$ cat config.mk
export PLATFORM = sky130hd
export DESIGN_NAME = uart_tx_fifo
export DESIGN_NICKNAME = d
export VERILOG_FILES = /design/src/rtl/uart_pkg.sv /design/src/rtl/fifo_ram.sv /design/src/rtl/uart_tx_fifo.sv
export SDC_FILE = /design/constraint.sdc
export NUM_CORES = 1
export LEC_CHECK = 0
export CELL_PAD_IN_SITES_DETAIL_PLACEMENT = 0
export CELL_PAD_IN_SITES_GLOBAL_PLACEMENT = 1
export CORE_MARGIN = 4
export CORE_UTILIZATION = 25
export CTS_BUF_LIST = sky130_fd_sc_hd__clkbuf_4 sky130_fd_sc_hd__clkbuf_8
export CTS_CLUSTER_SIZE = 20
export DETAILED_ROUTE_END_ITERATION = 7
export MAX_ROUTING_LAYER = met4
export PLACE_DENSITY = 0.52
export SLEW_MARGIN = 10
export SYNTH_ARGS = -nofsm -noshare
export SYNTH_HDL_FRONTEND = slang
export SYNTH_SLANG_ARGS = --single-unit
$ cat constraint.sdc
create_clock -name clk -period 3.4 [get_ports clk]
set_input_delay 1.02 -clock clk [delete_from_list [all_inputs] [get_ports clk]]
set_output_delay 1.02 -clock clk [all_outputs]
set_load 0.03 [all_outputs]
$ cat src/rtl/uart_pkg.sv
// Shared constants and state encoding for the UART transmit buffer family.
// Mode selectors are compared against the top-level MODE parameter.
package uart_pkg;

   localparam int MODE_BATCH     = 0;
   localparam int MODE_STREAM    = 1;
   localparam int DATA_W_DEFAULT = 8;

   typedef enum logic {
      FILL  = 1'b0,
      DRAIN = 1'b1
   } tx_state_t;

endpackage

$ cat src/rtl/fifo_ram.sv
// DEPTH x DATA_W storage: synchronous write port, asynchronous read port.
// Holds no control state; pointers and occupancy live in the owner.
module fifo_ram #(
   parameter int DATA_W = 8,
   parameter int DEPTH  = 4,
   parameter int ADDR_W = $clog2(DEPTH)
) (
   input  logic              clk,
   input  logic              we,
   input  logic [ADDR_W-1:0] w_addr,
   input  logic [DATA_W-1:0] w_data,
   input  logic [ADDR_W-1:0] r_addr,
   output logic [DATA_W-1:0] r_data
);

   logic [DATA_W-1:0] mem [DEPTH];

   // NOTE: storage is deliberately not reset; occupancy is tracked by the
   // pointers and count, so clearing the array would only cost a wide reset net.
   always_ff @(posedge clk) begin
      if (we) begin
         mem[w_addr] <= w_data;
      end
   end

   assign r_data = mem[r_addr];

endmodule

$ cat src/rtl/uart_tx_fifo.sv
// Transmit buffer between the CPU write port and the UART transmitter.
// BATCH mode fills completely then drains completely; STREAM mode is a plain FIFO.
module uart_tx_fifo
   import uart_pkg::*;
#(
   parameter int DATA_W = DATA_W_DEFAULT,
   parameter int DEPTH  = 4,
   parameter int MODE   = MODE_BATCH
) (
   input  logic                       clk,
   input  logic                       reset,
   input  logic                       wr,
   input  logic [DATA_W-1:0]          w_data,
   input  logic                       rd,
   output logic [DATA_W-1:0]          r_data,
   output logic                       full,
   output logic                       empty,
   output logic [$clog2(DEPTH+1)-1:0] count,
   output logic                       tx_ready,
   output logic                       overflow,
   output logic                       underflow,
   input  logic                       clr_err
);

   localparam int PW = $clog2(DEPTH);
   localparam int CW = $clog2(DEPTH+1);
   localparam logic [CW-1:0] COUNT_FULL = CW'(DEPTH);
   localparam logic [CW-1:0] COUNT_LAST = CW'(DEPTH - 1);
   localparam logic [PW-1:0] PTR_LAST   = PW'(DEPTH - 1);

   tx_state_t         state, state_nxt;
   logic [PW-1:0]     wr_ptr, rd_ptr;
   logic              push_ok, pop_ok;
   logic              ovf_set, udf_set;
   logic              ptr_clear;
   logic [DATA_W-1:0] ram_r_data;

   // Explicit wrap so non-power-of-two depths stay in range.
   function automatic logic [PW-1:0] ptr_next(input logic [PW-1:0] ptr);
      return (ptr == PTR_LAST) ? '0 : ptr + 1'b1;
   endfunction

   fifo_ram #(
      .DATA_W (DATA_W),
      .DEPTH  (DEPTH),
      .ADDR_W (PW)
   ) u_ram (
      .clk    (clk),
      .we     (push_ok),
      .w_addr (wr_ptr),
      .w_data (w_data),
      .r_addr (rd_ptr),
      .r_data (ram_r_data)
   );

   // NOTE: every signal gets a default before any branch, so no path through
   // this block can leave one unassigned and infer a latch.
   always_comb begin
      push_ok   = 1'b0;
      pop_ok    = 1'b0;
      full      = 1'b0;
      tx_ready  = 1'b0;
      ptr_clear = 1'b0;
      state_nxt = state;
      if (MODE == MODE_STREAM) begin
         // A pop in the same cycle frees the slot, so a full FIFO still takes the write.
         pop_ok   = rd && (count != '0);
         push_ok  = wr && ((count != COUNT_FULL) || pop_ok);
         full     = (count == COUNT_FULL);
         tx_ready = (count != '0);
      end else begin
         unique case (state)
            FILL: begin
               push_ok = wr && (count != COUNT_FULL);
               if (push_ok && (count == COUNT_LAST)) begin
                  state_nxt = DRAIN;
               end
            end
            DRAIN: begin
               full     = 1'b1;
               tx_ready = 1'b1;
               pop_ok   = rd && (count != '0);
               if (pop_ok && (count == CW'(1))) begin
                  state_nxt = FILL;
                  ptr_clear = 1'b1;
               end
            end
            default: state_nxt = FILL;
         endcase
      end
      ovf_set = wr && !push_ok;
      udf_set = rd && !pop_ok;
   end

   // NOTE: state registers use non-blocking assignments so every flop samples
   // pre-edge values regardless of statement order.
   always_ff @(posedge clk) begin
      if (reset) begin
         state     <= FILL;
         wr_ptr    <= '0;
         rd_ptr    <= '0;
         count     <= '0;
         overflow  <= 1'b0;
         underflow <= 1'b0;
      end else begin
         state <= state_nxt;
         if (ptr_clear) begin
            wr_ptr <= '0;
            rd_ptr <= '0;
         end else begin
            if (push_ok) wr_ptr <= ptr_next(wr_ptr);
            if (pop_ok)  rd_ptr <= ptr_next(rd_ptr);
         end
         if (push_ok && !pop_ok) begin
            count <= count + 1'b1;
         end else if (pop_ok && !push_ok) begin
            count <= count - 1'b1;
         end
         // A new error in the clearing cycle keeps the flag set.
         overflow  <= ovf_set || (overflow  && !clr_err);
         underflow <= udf_set || (underflow && !clr_err);
      end
   end

   assign empty  = (count == '0);
   assign r_data = empty ? '0 : ram_r_data;

endmodule
# Word level (Yosys, flattened, before mapping)
# Memories as Yosys holds them, arrays and structs flattened. A register that Yosys moved wholly into a read port is not among the register bits.
# Index checks and enable logic that the tools add are counted.
[classes] muxes=17 n_mul=0 n_shift=0 add_sub_neg=4 n_lt_le_gt_ge=0 n_reduce_logical=19 n_div=0 eq_ne=5 bitwise=1
[op_table] op="$logic_and 1x1->1" n=10
[op_table] op="$mux 1" n=9
[op_table] op="$mux 2" n=4
[op_table] op="$mux 8" n=1
[op_table] op="$mux 3" n=2
[op_table] op="$add 2x1->2 const B" n=2
[op_table] op="$eq 2x2->1 const B" n=2
[op_table] op="$add 3x1->3 const B" n=1
[op_table] op="$eq 3x1->1 const B" n=1
[op_table] op="$eq 3x2->1 const B" n=1
[op_table] op="$logic_not 1->1" n=3
[op_table] op="$logic_not 3->1" n=1
[op_table] op="$ne 3x3->1 const B" n=1
[op_table] op="$reduce_bool 3->1" n=1
[op_table] op="$sub 3x1->3 const B" n=1
[op_table] op="$logic_or 1x1->1" n=2
[op_table] op="$pmux 1 s2" n=1
[op_table] op="$reduce_bool 2->1" n=1
[op_table] op="$reduce_or 2->1" n=1
[op_table] op="$not 1->1" n=1
[word_totals] regBits=10 mem_bits_ro=0 output_inout_bits=16 mem_count=1 elab_cells=53 ramBits=32 inputBits=13 latchBits=0
[memory_table] memory="u_ram.mem" depth=4 word_bits=8 read_ports=1 rd_clocked_by_memory_dff=1 write_ports=1 line="fifo_ram.sv:16" rtl="logic [DATA_W-1:0] mem [DEPTH];"

# Depth between registers and ports, before layout
[logic_depth] ltp_word=7 mapped_depth=7 ltp_nobuf=6

# Hierarchy
# From an unflattened synthesis, not the netlist that was laid out.
[unflattened] cells_unflattened=117 hier_area_um2=1815.5
[modules_own_cells] module="fifo_ram" instances=1 cells_each=46 seq_area_each_um2=960.9 area_each_um2=1188.6
[modules_own_cells] module="uart_tx_fifo" instances=1 cells_each=71 seq_area_each_um2=200.2 area_each_um2=626.9

# Least setup slack after synthesis
# OpenSTA, ideal clock, no wires.
[synth_timing] path_kind="reg-to-output" startpoint="reg count[0]" endpoint="out r_data[3]" setup_slack_ns=0.738 path_buffers=1 arrival_ns=1.642 required_ns=2.380 path_stages_with_launch=6 cell_sequence="dfxtp_1 inv_1 ha_1 nor2b_1 buf_6 nor2b_1"
[synth_via] elab_chain_len=2
[synth_lines] element="from (decl)" line="uart_tx_fifo.sv:18" rtl="output logic [$clog2(DEPTH+1)-1:0] count,"
[synth_lines] element="from (signal assigned)" line="uart_tx_fifo.sv:115" rtl="count <= count + 1'b1;"
[synth_lines] element="from (signal assigned)" line="uart_tx_fifo.sv:117" rtl="count <= count - 1'b1;"
[synth_lines] element="$logic_not 3->1" line="uart_tx_fifo.sv:125" rtl="assign empty = (count == '0);"
[synth_lines] element="via empty" line="uart_tx_fifo.sv:17" rtl="output logic empty,"
[synth_lines] element="$mux 8" line="uart_tx_fifo.sv:126" rtl="assign r_data = empty ? '0 : ram_r_data;"
[synth_lines] element="to (decl)" line="uart_tx_fifo.sv:15" rtl="output logic [DATA_W-1:0] r_data,"
# The timed path passes the listed nets, and every way through them passes these cells.

==> impl_metrics.json <==
{
  "portBuffers": 28,
  "slew_headroom_pct": 69.3,
  "powerDensity_mw_per_mm2": 509,
  "slew_viol_final": 0,
  "ant_nets": 0,
  "rows": 31,
  "fin_area_mm2": 0.00239,
  "hold_viol_final": 0,
  "die_w_um": 94.7,
  "grt_usage_pct": 8.94,
  "ir_worst_vdd_mv": 0.186,
  "viasPerCell": 4.21,
  "min_from": "wr_ptr[0]",
  "first_global_vias": 1109,
  "cts_tree": "built",
  "dpl_cell_area_mm2": 0.00228,
  "cts_setup_buffers": 0,
  "synth_area_per_cell_um2": 15.3,
  "path_class": "flop to output pin",
  "outcome": "finished clean",
  "drtPass1Iterations": 4,
  "wl_mm": 3.61,
  "htree_levels": 2,
  "p_leak_nw": 0.866,
  "finalSetupViolCount": 0,
  "fmax_ghz": 0.308,
  "min_to": "wr_ptr[0]",
  "grt_pass1_wl_mm": 5.77,
  "clkTransAtPathRegs_ns": 0.08,
  "cts_buffers": 5,
  "finalNetCount": 180,
  "synth_nets": 146,
  "skew_ns": 0.00188,
  "cts-root-buf": "clkbuf_8",
  "cts_resized": 0,
  "drive_gt1_share_pct": 13.9,
  "clk_latency_ns": 0.29,
  "synthCells": 123,
  "reg2regPathDepth": 7,
  "ys_ff_latch": 44,
  "place_congestion": 0.740,
  "antenna_found_initial": 0,
  "worst_r2r_startpoint": "count[1]",
  "fp.dieArea_mm2": 0.00897,
  "vias": 1081,
  "clockBufferDepth": 2,
  "max_cap_viol_count": 0,
  "dp_hpwl_mm": 2.67,
  "grt_max_degree": 16,
  "rrSetupSlack_ns": 1.59,
  "yosysUniqueCellTypes": 28,
  "rsz0062_at_grt": "no",
  "critPathRequiredTime_ns": 2.38,
  "grt-ovfl-total": 0,
  "wl_per_cell_um": 14.1,
  "ys_seq_area_share_pct": 63.9,
  "die_height_um": 94.7,
  "crit_path_top_delay_cell": "clkdlybuf4s50_1",
  "ys_warn_count": 0,
  "hp-class": "flop to flop",
  "path_cells": "buf_4 > mux4_2 > and2b_1 > clkdlybuf4s50_1",
  "critPathMaxStageDelay_ns": 0.59,
  "worstMarginPinSlew_ns": 0.461,
  "coreArea_mm2": 0.00729,
  "ios": 29,
  "dr.first_iter.drc_count": 20,
  "ctsHoldBuffers": 0,
  "period_share_pct": 95.3,
  "drc": 0,
  "syn_to_final_growth_pct": 27.4,
  "cts_sinks": 44,
  "endpoint_kind": "output pin",
  "diodes": 0,
  "period_needed_ns": 3.24,
  "synth_area_mm2": 0.00188,
  "start_util_pct": 25.8,
  "critical_path_arrival_ns": 2.22,
  "finalSetupTns_ns": 0,
  "crit_fanout": 5,
  "hold_depth": 2,
  "cp-start-kind": "flop",
  "p_total_mw": 1.22
}
cells by family after synthesis:
family / synth area share (%)
DFF: 63.9
and+or+nand+nor: 12.3
AOI/OAI and AO/OA: 3.73
muxes: 10.9
adders and majority gates: 6.66
buffers and inverters: 2.46
critical path, delay by kind of cell, from the launching register on:
kind	cells	cell delay, ns
mux	1	0.50
simple gates	1	0.17
buf+inv	2	0.81
flops	1	0.45
cells in the mapped netlist:
cell       instances  area share (%)
edfxtp_1          32              51
dfxtp_1           12              13
ha_1              10             6.7
mux4_2             8             9.6
nand2_1            8             1.6
and2b_1            7             2.8
a21oi_1            6             1.6
nor2_1             6             1.2
inv_1              5             1.0
and3_1             4             1.3
nor2b_1            4             1.3
nand3_1            3            0.80
or3_1              3             1.0
a2111oi_0          1            0.47
a21o_1             1            0.40
a22oi_1            1            0.40
a31oi_1            1            0.33
a41o_1             1            0.53
and2_1             1            0.33
buf_2              1            0.27
buf_4              1            0.40
buf_6              1            0.60
clkbuf_1           1            0.20
mux2_4             1            0.80
mux2i_1            1            0.53
nand3b_4           1             1.1
nor2b_2            1            0.47
nor3b_1            1            0.40
layout by cell type, fill, tap and decap left out, types with 4 or more instances in the layout:
cell / synthesis / routed
clkdlybuf4s50_1: 0 / 28
nand2_1: 8 / 8
mux4_2: 8 / 8
clkbuf_8: 0 / 5
dfxtp_1: 12 / 12
ha_1: 10 / 10
nor2_1: 6 / 6
a21oi_1: 6 / 6
and2b_1: 7 / 7
and3_1: 4 / 4
nor2b_1: 4 / 4
edfxtp_1: 32 / 32
inv_1: 5 / 5
metrics by stage:
step | util, % | worst slack (ns) | hold WS, ns | cells
3_5_place_dp | 31.2 | 0.446 | 0.501 | 249
3_3_place_gp | 31.2 | 0.469 | 0.486 | 249
4_1_cts | 32.8 | 0.108 | 0.513 | 257
6_report | 32.8 | 0.158 | 0.512 | 257
2_1_floorplan | - | 0.738 | 0.463 | 123
5_1_grt | 32.8 | 0.0249 | 0.549 | 257
final cells by class:
| cell class | count | area, um2 |
|---|---|---|
| clock buffers | 5 | 68.8 |
| clock inverters | 3 | 46.3 |
| fillers | 754 | 4900 |
| inverters | 5 | 18.8 |
| multi-input cells | 70 | 632 |
| flip-flops and latches | 44 | 1200 |
| well taps | 99 | 124 |
| repair buffers | 31 | 303 |
layer usage:
layer,part of all wire [%],vias up,track usage (%)
met3,5.9,5,2.55
met5,0,-,-
met2,48,38,14.4
met1,45,514,10.7
met4,1.1,0,3.25
li1,-,524,-
how the worst max path moves through the flow:
stage,from,end,slack (ns)
after floorplan,count[0],r_data[3],0.74
after global placement,flop,r_data[4],0.47
after detailed placement,flop,r_data[0],0.45
after CTS,flop,r_data[0],0.11
after global routing,flop,r_data[4],0.02
final,flop,r_data[0],0.16
sequential cells by signal, summed over array words and instances (netlist names), named ones only:
| signal | flops |
|---|---|
| count | 3 |
| state | 1 |
| rd_ptr | 2 |
| overflow | 1 |
| u_ram.mem | 32 |
| wr_ptr | 2 |
| underflow | 1 |
where the power goes:
group	total [mW]	switching (mW)	leakage, nW	internal, mW
clock network	0.404	0.183	0.0548	0.221
logic	0.202	0.111	0.421	0.0914
registers	0.614	0.0115	0.391	0.602
Note: power is estimated with default switching activity, not from simulation.
